**src/rtl/wallace_mul_seq.sv**
```systemverilog
// Digit-serial W x W multiplier: one 4x4 Wallace tree reused over (W/4)^2 cycles.
// Define WALLACE_MUL_SEQ_SIGNED_EN for two's-complement operands and product.

module wallacetree4x4 (
   input  logic [3:0] x_i,
   input  logic [3:0] y_i,
   output logic [7:0] p_o
);
   logic [7:0] r0, r1, r2, r3;
   logic [7:0] s1, c1, s2, c2;

   // Two 3:2 carry-save layers, then one carry-propagate add.
   always_comb begin
      r0 = {4'b0000, x_i & {4{y_i[0]}}};
      r1 = {3'b000, x_i & {4{y_i[1]}}, 1'b0};
      r2 = {2'b00, x_i & {4{y_i[2]}}, 2'b00};
      r3 = {1'b0, x_i & {4{y_i[3]}}, 3'b000};
      s1 = r0 ^ r1 ^ r2;
      c1 = ((r0 & r1) | (r0 & r2) | (r1 & r2)) << 1;
      s2 = s1 ^ c1 ^ r3;
      c2 = ((s1 & c1) | (s1 & r3) | (c1 & r3)) << 1;
      p_o = s2 + c2;
   end
endmodule

module wallace_mul_seq #(
   parameter int W = 8
) (
   input  logic           clk,
   input  logic           rst,
   input  logic           in_valid,
   output logic           in_ready,
   input  logic [W-1:0]   a,
   input  logic [W-1:0]   b,
   output logic           out_valid,
   input  logic           out_ready,
   output logic [2*W-1:0] prod,
   output logic           busy
);
   localparam int D     = W / 4;
   localparam int STEPS = D * D;
   localparam int KW    = (STEPS > 1) ? $clog2(STEPS) : 1;

   typedef enum logic [1:0] {IDLE, MUL, DONE} state_t;

   state_t           state_q, state_d;
   logic [W-1:0]     a_q, a_d, b_q, b_d;
   logic [KW-1:0]    k_q, k_d;
   logic [2*W-1:0]   acc_q, acc_d, prod_q, prod_d;
   logic [4:0]       i_idx, j_idx;
   logic [6:0]       sh;
   logic [3:0]       a_dig, b_dig;
   logic [7:0]       pp8;
   logic [2*W-1:0]   pp_sh, acc_sum, result;
   logic [W-1:0]     a_load, b_load;
`ifdef WALLACE_MUL_SEQ_SIGNED_EN
   logic             sign_q, sign_d;
`endif

   wallacetree4x4 u_tree (
      .x_i (a_dig),
      .y_i (b_dig),
      .p_o (pp8)
   );

   // Digit select and shifted accumulate for the current step k.
   always_comb begin
      i_idx   = 5'(32'(k_q) % D);
      j_idx   = 5'(32'(k_q) / D);
      a_dig   = 4'(a_q >> {i_idx, 2'b00});
      b_dig   = 4'(b_q >> {j_idx, 2'b00});
      sh      = {i_idx + j_idx, 2'b00};
      pp_sh   = (2*W)'(pp8) << sh;
      acc_sum = acc_q + pp_sh;
   end

`ifdef WALLACE_MUL_SEQ_SIGNED_EN
   // Magnitudes fit in W unsigned bits, including the most negative value.
   always_comb begin
      a_load = a[W-1] ? (~a + 1'b1) : a;
      b_load = b[W-1] ? (~b + 1'b1) : b;
      result = sign_q ? (~acc_sum + 1'b1) : acc_sum;
   end
`else
   always_comb begin
      a_load = a;
      b_load = b;
      result = acc_sum;
   end
`endif

   always_comb begin
      state_d = state_q;
      a_d     = a_q;
      b_d     = b_q;
      k_d     = k_q;
      acc_d   = acc_q;
      prod_d  = prod_q;
`ifdef WALLACE_MUL_SEQ_SIGNED_EN
      sign_d  = sign_q;
`endif
      case (state_q)
         IDLE: begin
            if (in_valid) begin
               a_d     = a_load;
               b_d     = b_load;
               k_d     = '0;
               acc_d   = '0;
`ifdef WALLACE_MUL_SEQ_SIGNED_EN
               sign_d  = a[W-1] ^ b[W-1];
`endif
               state_d = MUL;
            end
         end
         MUL: begin
            acc_d = acc_sum;
            k_d   = k_q + 1'b1;
            if (k_q == KW'(STEPS - 1)) begin
               k_d     = '0;
               prod_d  = result;
               state_d = DONE;
            end
         end
         DONE: begin
            if (out_ready) state_d = IDLE;
         end
         default: state_d = IDLE;
      endcase
   end

   always_ff @(posedge clk or posedge rst) begin
      if (rst) begin
         state_q <= IDLE;
         a_q     <= '0;
         b_q     <= '0;
         k_q     <= '0;
         acc_q   <= '0;
         prod_q  <= '0;
`ifdef WALLACE_MUL_SEQ_SIGNED_EN
         sign_q  <= 1'b0;
`endif
      end else begin
         state_q <= state_d;
         a_q     <= a_d;
         b_q     <= b_d;
         k_q     <= k_d;
         acc_q   <= acc_d;
         prod_q  <= prod_d;
`ifdef WALLACE_MUL_SEQ_SIGNED_EN
         sign_q  <= sign_d;
`endif
      end
   end

   assign in_ready  = (state_q == IDLE);
   assign out_valid = (state_q == DONE);
   assign busy      = (state_q != IDLE);
   assign prod      = prod_q;
endmodule
```
**config.mk**
```make
export PLATFORM = sky130hd
export DESIGN_NAME = wallace_mul_seq
export DESIGN_NICKNAME = d
export VERILOG_FILES = /design/src/rtl/wallace_mul_seq.sv
export SDC_FILE = /design/constraint.sdc
export NUM_CORES = 1
export LEC_CHECK = 0
export CELL_PAD_IN_SITES_DETAIL_PLACEMENT = 1
export CELL_PAD_IN_SITES_GLOBAL_PLACEMENT = 1
export CORE_UTILIZATION = 47
export DETAILED_ROUTE_END_ITERATION = 6
export GPL_TIMING_DRIVEN = 0
export PLACE_DENSITY = 0.91
export SETUP_SLACK_MARGIN = 0.05
export SYNTH_ARGS = -nofsm -noshare
export SYNTH_HDL_FRONTEND = slang
export SYNTH_SLANG_ARGS = --single-unit
```
**constraint.sdc**
```tcl
create_clock -name clk -period 12.2 [get_ports clk]
set_input_delay 3.66 -clock clk [delete_from_list [all_inputs] [get_ports clk]]
set_output_delay 3.66 -clock clk [all_outputs]
set_load 0.005 [all_outputs]
```
==> results of run 1 <==
## Yosys cell counts, drive strengths merged (6+ instances only)
cell type	number	share of area
o21ai	30	0.045
xor2	9	0.023
ha	23	0.085
dfrtp	52	0.39
nor2	29	0.032
mux2	17	0.057
nand2b	8	0.015
fa	7	0.042
nand3	7	0.010
nand2	42	0.047
a21o	8	0.018
a21oi	13	0.024
nand4	7	0.013
a22o	6	0.016
clkbuf	14	0.016
mux2i	12	0.036
inv	12	0.013
## cells by family (layout without fill, tap and decap cells)
| kind of cell | after synthesis | after routing |
|---|---|---|
| and+or+nand+nor | 115 | 115 |
| AOI/OAI and AO/OA | 82 | 82 |
| DFF | 52 | 52 |
| adders and majority gates | 30 | 30 |
| muxes | 29 | 29 |
| buffers and inverters | 29 | 75 |
| xor gates and xnor gates | 14 | 14 |
## routing by layer
layer / GRT usage / vias to the layer above
met4: 0.1167 / 0
met5: 0 / -
met1: 0.2893 / 1405
met2: 0.4877 / 70
met3: 0.04190 / 25
li1: - / 1329
## final cells by class
cell class,count,area share
buffer,17,0.01695
clock buffer,7,0.02417
inverter,12,0.01130
multi-input combinational,270,0.4906
sequential,52,0.3264
tap,96,0.03013
timing repair buffer,39,0.1004
## registers in the layout, summed over array words and instances (netlist names)
signal / flops
a_q: 8
acc_q: 16
b_q: 8
k_q: 2
prod: 16
state_q: 2
## path summary, 6_finish.rpt
| check | endpoint | slack [ps] | cells past startpoint |
|---|---|---|---|
| worst max-delay path | prod[14] | 6600 | 17 |
| worst min-delay path | prod[0] | 490 | 2 |
| worst max register to register | prod[14] | 6600 | 17 |
| worst min register to register | prod[0] | 490 | 2 |
| max in group asynchronous | acc_q[9] | 7990 | 3 |
| min in group asynchronous | a_q[7] | 3680 | 2 |
## stage by stage
step	area [um^2]	utilization
2_1_floorplan	3369	-
3_3_place_gp	3870	0.5634
3_5_place_dp	3890	0.5663
4_1_cts	3986	0.5803
5_1_grt	3986	0.5803
6_report	3986	0.5803
## worst min-delay path, stage by stage (launching register included)
cell,delay [ps]
dfrtp_1,360
nand2_1,50
nand2_1,50
==> reports/results.txt, run 1 <==
CP top delay family = adder cells
Routed Wire Length = 8944 um
Vias = 2829
Post-synth top flop = dfrtp_1
WL met3 = 293 um
Post-synth EDFFs = 0
Sequential fraction of the synthesis area = 0.3862
Setup TNS = 0 ps
Post-Synth Simple-Gate Area = 0.1612
RR Startpoint = k_q[1]
CP Data Required Time = 12430 ps
Clock sink total = 52
Finish-stage setup viols = 0
Warnings from Yosys = 0
1st-iter DRT viols = 100
Hold WC Path Type = reg -> reg
Placer Congestion = 0.9354
Pre-CTS setup slack = 6630 ps
Root buf cell = clkbuf_8
Number of buffers created by CTS = 5
Vias per Instance = 5.738
Diode count = 0
CTS clock-pin slew for the worst setup and hold paths = 90 ps
WP buf/inv = 2
Placed Cells = 486
DRC Markers = 0
Post-route clock period utilization = 0.4589
Pre-antenna DRT Iters = 4
Met1 wire length = 3590 um
Grt ovf = 0
Crit path launch = k_q[1]
Outcome = completed
Placeable Area = 6869 um^2
Post-DP HPWL = 7264 um
CTS Hold Buffers Added = 0
Syn nets = 401
Startpoint types = register
Most frequent cells in the layout = dfrtp_1, nand2_1, clkdlybuf4s50_1
CTS tree = built
WL met2 = 4723 um
Setup Skew = 3.606 ps
Mux cell area share after synthesis = 0.09246
Clk buf depth = 2
WP data arrival = 5830 ps
Clock Latency Late Sink = 310 ps
HP Start = prod[0]
Gr usage total = 0.2606
RSZ-0062 raised after global routing = no
CP max-delay cell = fa_1
Initial antenna violation count = 0
FFs w/ async S/R, synth = 1.000
Slew HR = 0.5491
Slew @ Worst Pin = 675.0 ps
Netlist Area Pre-Place = 3369 um^2
CTS resizes = 0
Final Hold Vio Count = 0
Kind of critical path = reg -> reg
Area share of fa/ha/maj cells after synthesis = 0.1270
Max H-tree Level = 2
Nets = 447
Worst-path fanout max = 5
Seq cells post-synth = 52
Critical Path, Cell by Cell = clkbuf_1, mux2i_1, or2_2, fa_1, inv_1, fa_1, ha_1, fa_1, a21o_1, a21o_1, o211a_1, ha_1, a21o_1, a31o_2, nor4_1, mux2_2, o22ai_1
Die Y = 86.67 um
DR top layer = met4
Final ANT Viol Nets = 0
Max-cap violations = 0
Distinct cells, synth = 50
Share of cells above drive strength 1 = 0.09824
Largest net degree at the start of global routing = 33
Flip-flop and latch area = 1301 um^2
Cell row count = 30
WHS = 490.2 ps
Clock period minus worst slack = 5599 ps
Most common cell after layout, fill and taps aside = dfrtp_1
Port bufs = 38
Buffer count from post-CTS setup fixing = 0
WL/cell = 18.14 um
Die ar. = 7512 um^2
Vias in the first global route = 3052
First-pass GRT wire length = 14770 um
DIE WIDTH = 86.67 um
PnR worst setup slack = 6601 ps
Worst setup EP type = register
Fin cells = 493
Area growth syn-to-layout = 18.31%
Syn Area/Cell = 9.600 um^2
Multi-input logic area = 1956 um^2
Max-slew violations = 0
I/O Pins = 39
Mapped Cells = 351
Synth Area in Compound Gates = 0.1634
Filler instances = 809
Slowest Stage Delay on Critical Path = 540 ps
Starting Density = 0.4905
Max Clock Freq = 0.1786 GHz
Post-Synth XOR/XNOR Area = 0.03639
Largest family of logic cells by synthesized area = compound AO/OA/AOI/OAI gates
Power of run 1 is left out: the tool's default activity adds up to more than one toggle a clock period on the data nets, which glitch-free logic cannot reach.
==> inputs of run 2 (changes only) <==
- CORE_UTILIZATION: 47 -> 44
- PLACE_DENSITY: 0.91 -> 0.87
- clock period: 12.2 -> 5.9 ns (I/O delays scaled with it)
==> reports/results.txt, run 2 (synthesis gave the netlist of run 1 again) <==
Outcome = completed
DRC Markers = 0
Critical Path, Cell by Cell = clkbuf_1, mux2i_1, or2_2, fa_1, inv_1, fa_1, ha_1, fa_1, a21o_1, a21o_1, o211a_1, ha_1, a21o_1, a31o_2, nor4_1, mux2_2, o22ai_1
Area growth syn-to-layout = 18.31%
Port bufs = 38
Slew @ Worst Pin = 654.1 ps
Buffer count from post-CTS setup fixing = 0
First-pass GRT wire length = 14090 um
Cell row count = 31
CTS resizes = 0
WL/cell = 17.18 um
Worst-path fanout max = 6
CP top delay family = adder cells
1st-iter DRT viols = 154
WP buf/inv = 2
Clk buf depth = 2
Grt ovf = 0
Placed Cells = 489
CP max-delay cell = fa_1
WP data arrival = 5710 ps
Setup Skew = 10.55 ps
Vias in the first global route = 2913
Clock period minus worst slack = 5489 ps
Slowest Stage Delay on Critical Path = 540 ps
Max-slew violations = 0
RSZ-0062 raised after global routing = no
Number of buffers created by CTS = 5
Most frequent cells in the layout = dfrtp_1, nand2_1, clkdlybuf4s50_1
Root buf cell = clkbuf_8
Post-layout util = 0.5438
Routed Wire Length = 8539 um
CP Data Required Time = 6120 ps
Final ANT Viol Nets = 0
Fin cells = 497
Finish-stage setup viols = 0
Worst setup EP type = register
Clock Latency Late Sink = 310 ps
Vias per Instance = 5.606
Gr usage total = 0.2368
Largest net degree at the start of global routing = 31
Post-route clock period utilization = 0.9303
Post-DP HPWL = 6759 um
Placer Congestion = 0.8923
Final Hold Vio Count = 0
Max H-tree Level = 2
Die ar. = 8012 um^2
Max-cap violations = 0
Startpoint types = register
I/O Pins = 39
Share of cells above drive strength 1 = 0.1005
Die Y = 89.51 um
Kind of critical path = reg -> reg
Initial antenna violation count = 0
Nets = 447
Clock sink total = 52
Vias = 2786
Setup TNS = 0 ps
Starting Density = 0.4596
Pre-antenna DRT Iters = 4
Max Clock Freq = 0.1822 GHz
Most common cell after layout, fill and taps aside = dfrtp_1
Hold WC Path Type = reg -> reg
Diode count = 0
CTS clock-pin slew for the worst setup and hold paths = 90 ps
CTS Hold Buffers Added = 0
Placeable Area = 7331 um^2
Filler instances = 842
DIE WIDTH = 89.51 um
CTS tree = built
Slew HR = 0.5631
run 2: stage by stage:
| step | instance area (um^2) | hold slack, ps | setup WS, ps |
|---|---|---|---|
| after global routing | 3986 | 530.2 | 172.5 |
| final | 3986 | 487.0 | 411.1 |
| after global placement | 3874 | 459.6 | 534.5 |
| after floorplan | 3369 | 456.3 | 1022 |
| after CTS | 3986 | 492.1 | 436.5 |
| after detailed placement | 3894 | 472.6 | 473.7 |
run 2: layout make-up:
class	instances	area, um^2	area share
inverter	12	45.04	0.01130
buffer	17	67.56	0.01695
tap	99	123.9	0.03107
multi-input combinational	270	1956	0.4906
clock buffer	6	82.58	0.02072
timing repair buffer	39	400.4	0.1004
sequential	52	1301	0.3264
clock inverter	2	10.01	0.002511
run 2: path summary, 6_finish.rpt:
check / from / to / slack, ps / cells after the start
setup / recovery: k_q[0] / prod[14] / 410 / 17
hold / removal: prod[7] / prod[7] / 490 / 2
setup reg to reg: k_q[0] / prod[14] / 410 / 17
hold reg to reg: prod[7] / prod[7] / 490 / 2
max in group asynchronous: rst / acc_q[8] / 3550 / 3
min in group asynchronous: rst / a_q[7] / 1810 / 2
run 2: worst min-delay path: stages, from the launching register on:
cell	delay (ps)
dfrtp_1	350
nand2_1	50
o21ai_0	60
run 2: per-layer routing:
| layer | track usage | up-vias | wire, um |
|---|---|---|---|
| met1 | 0.2841 | 1387 | 3765 |
| met4 | 0.08081 | 0 | 174 |
| met3 | 0.03693 | 18 | 246 |
| met5 | 0 | - | 0 |
| met2 | 0.4310 | 52 | 4352 |
| li1 | - | 1329 | - |
Power of run 2 is left out for the same reason.
==> inputs of run 3 (changes only) <==
- TNS_END_PERCENT: unset -> 5
==> results of run 3 <==
No change in the layout: final DEF, timing and power equal those of run 2.
Power of run 3 is left out for the same reason.
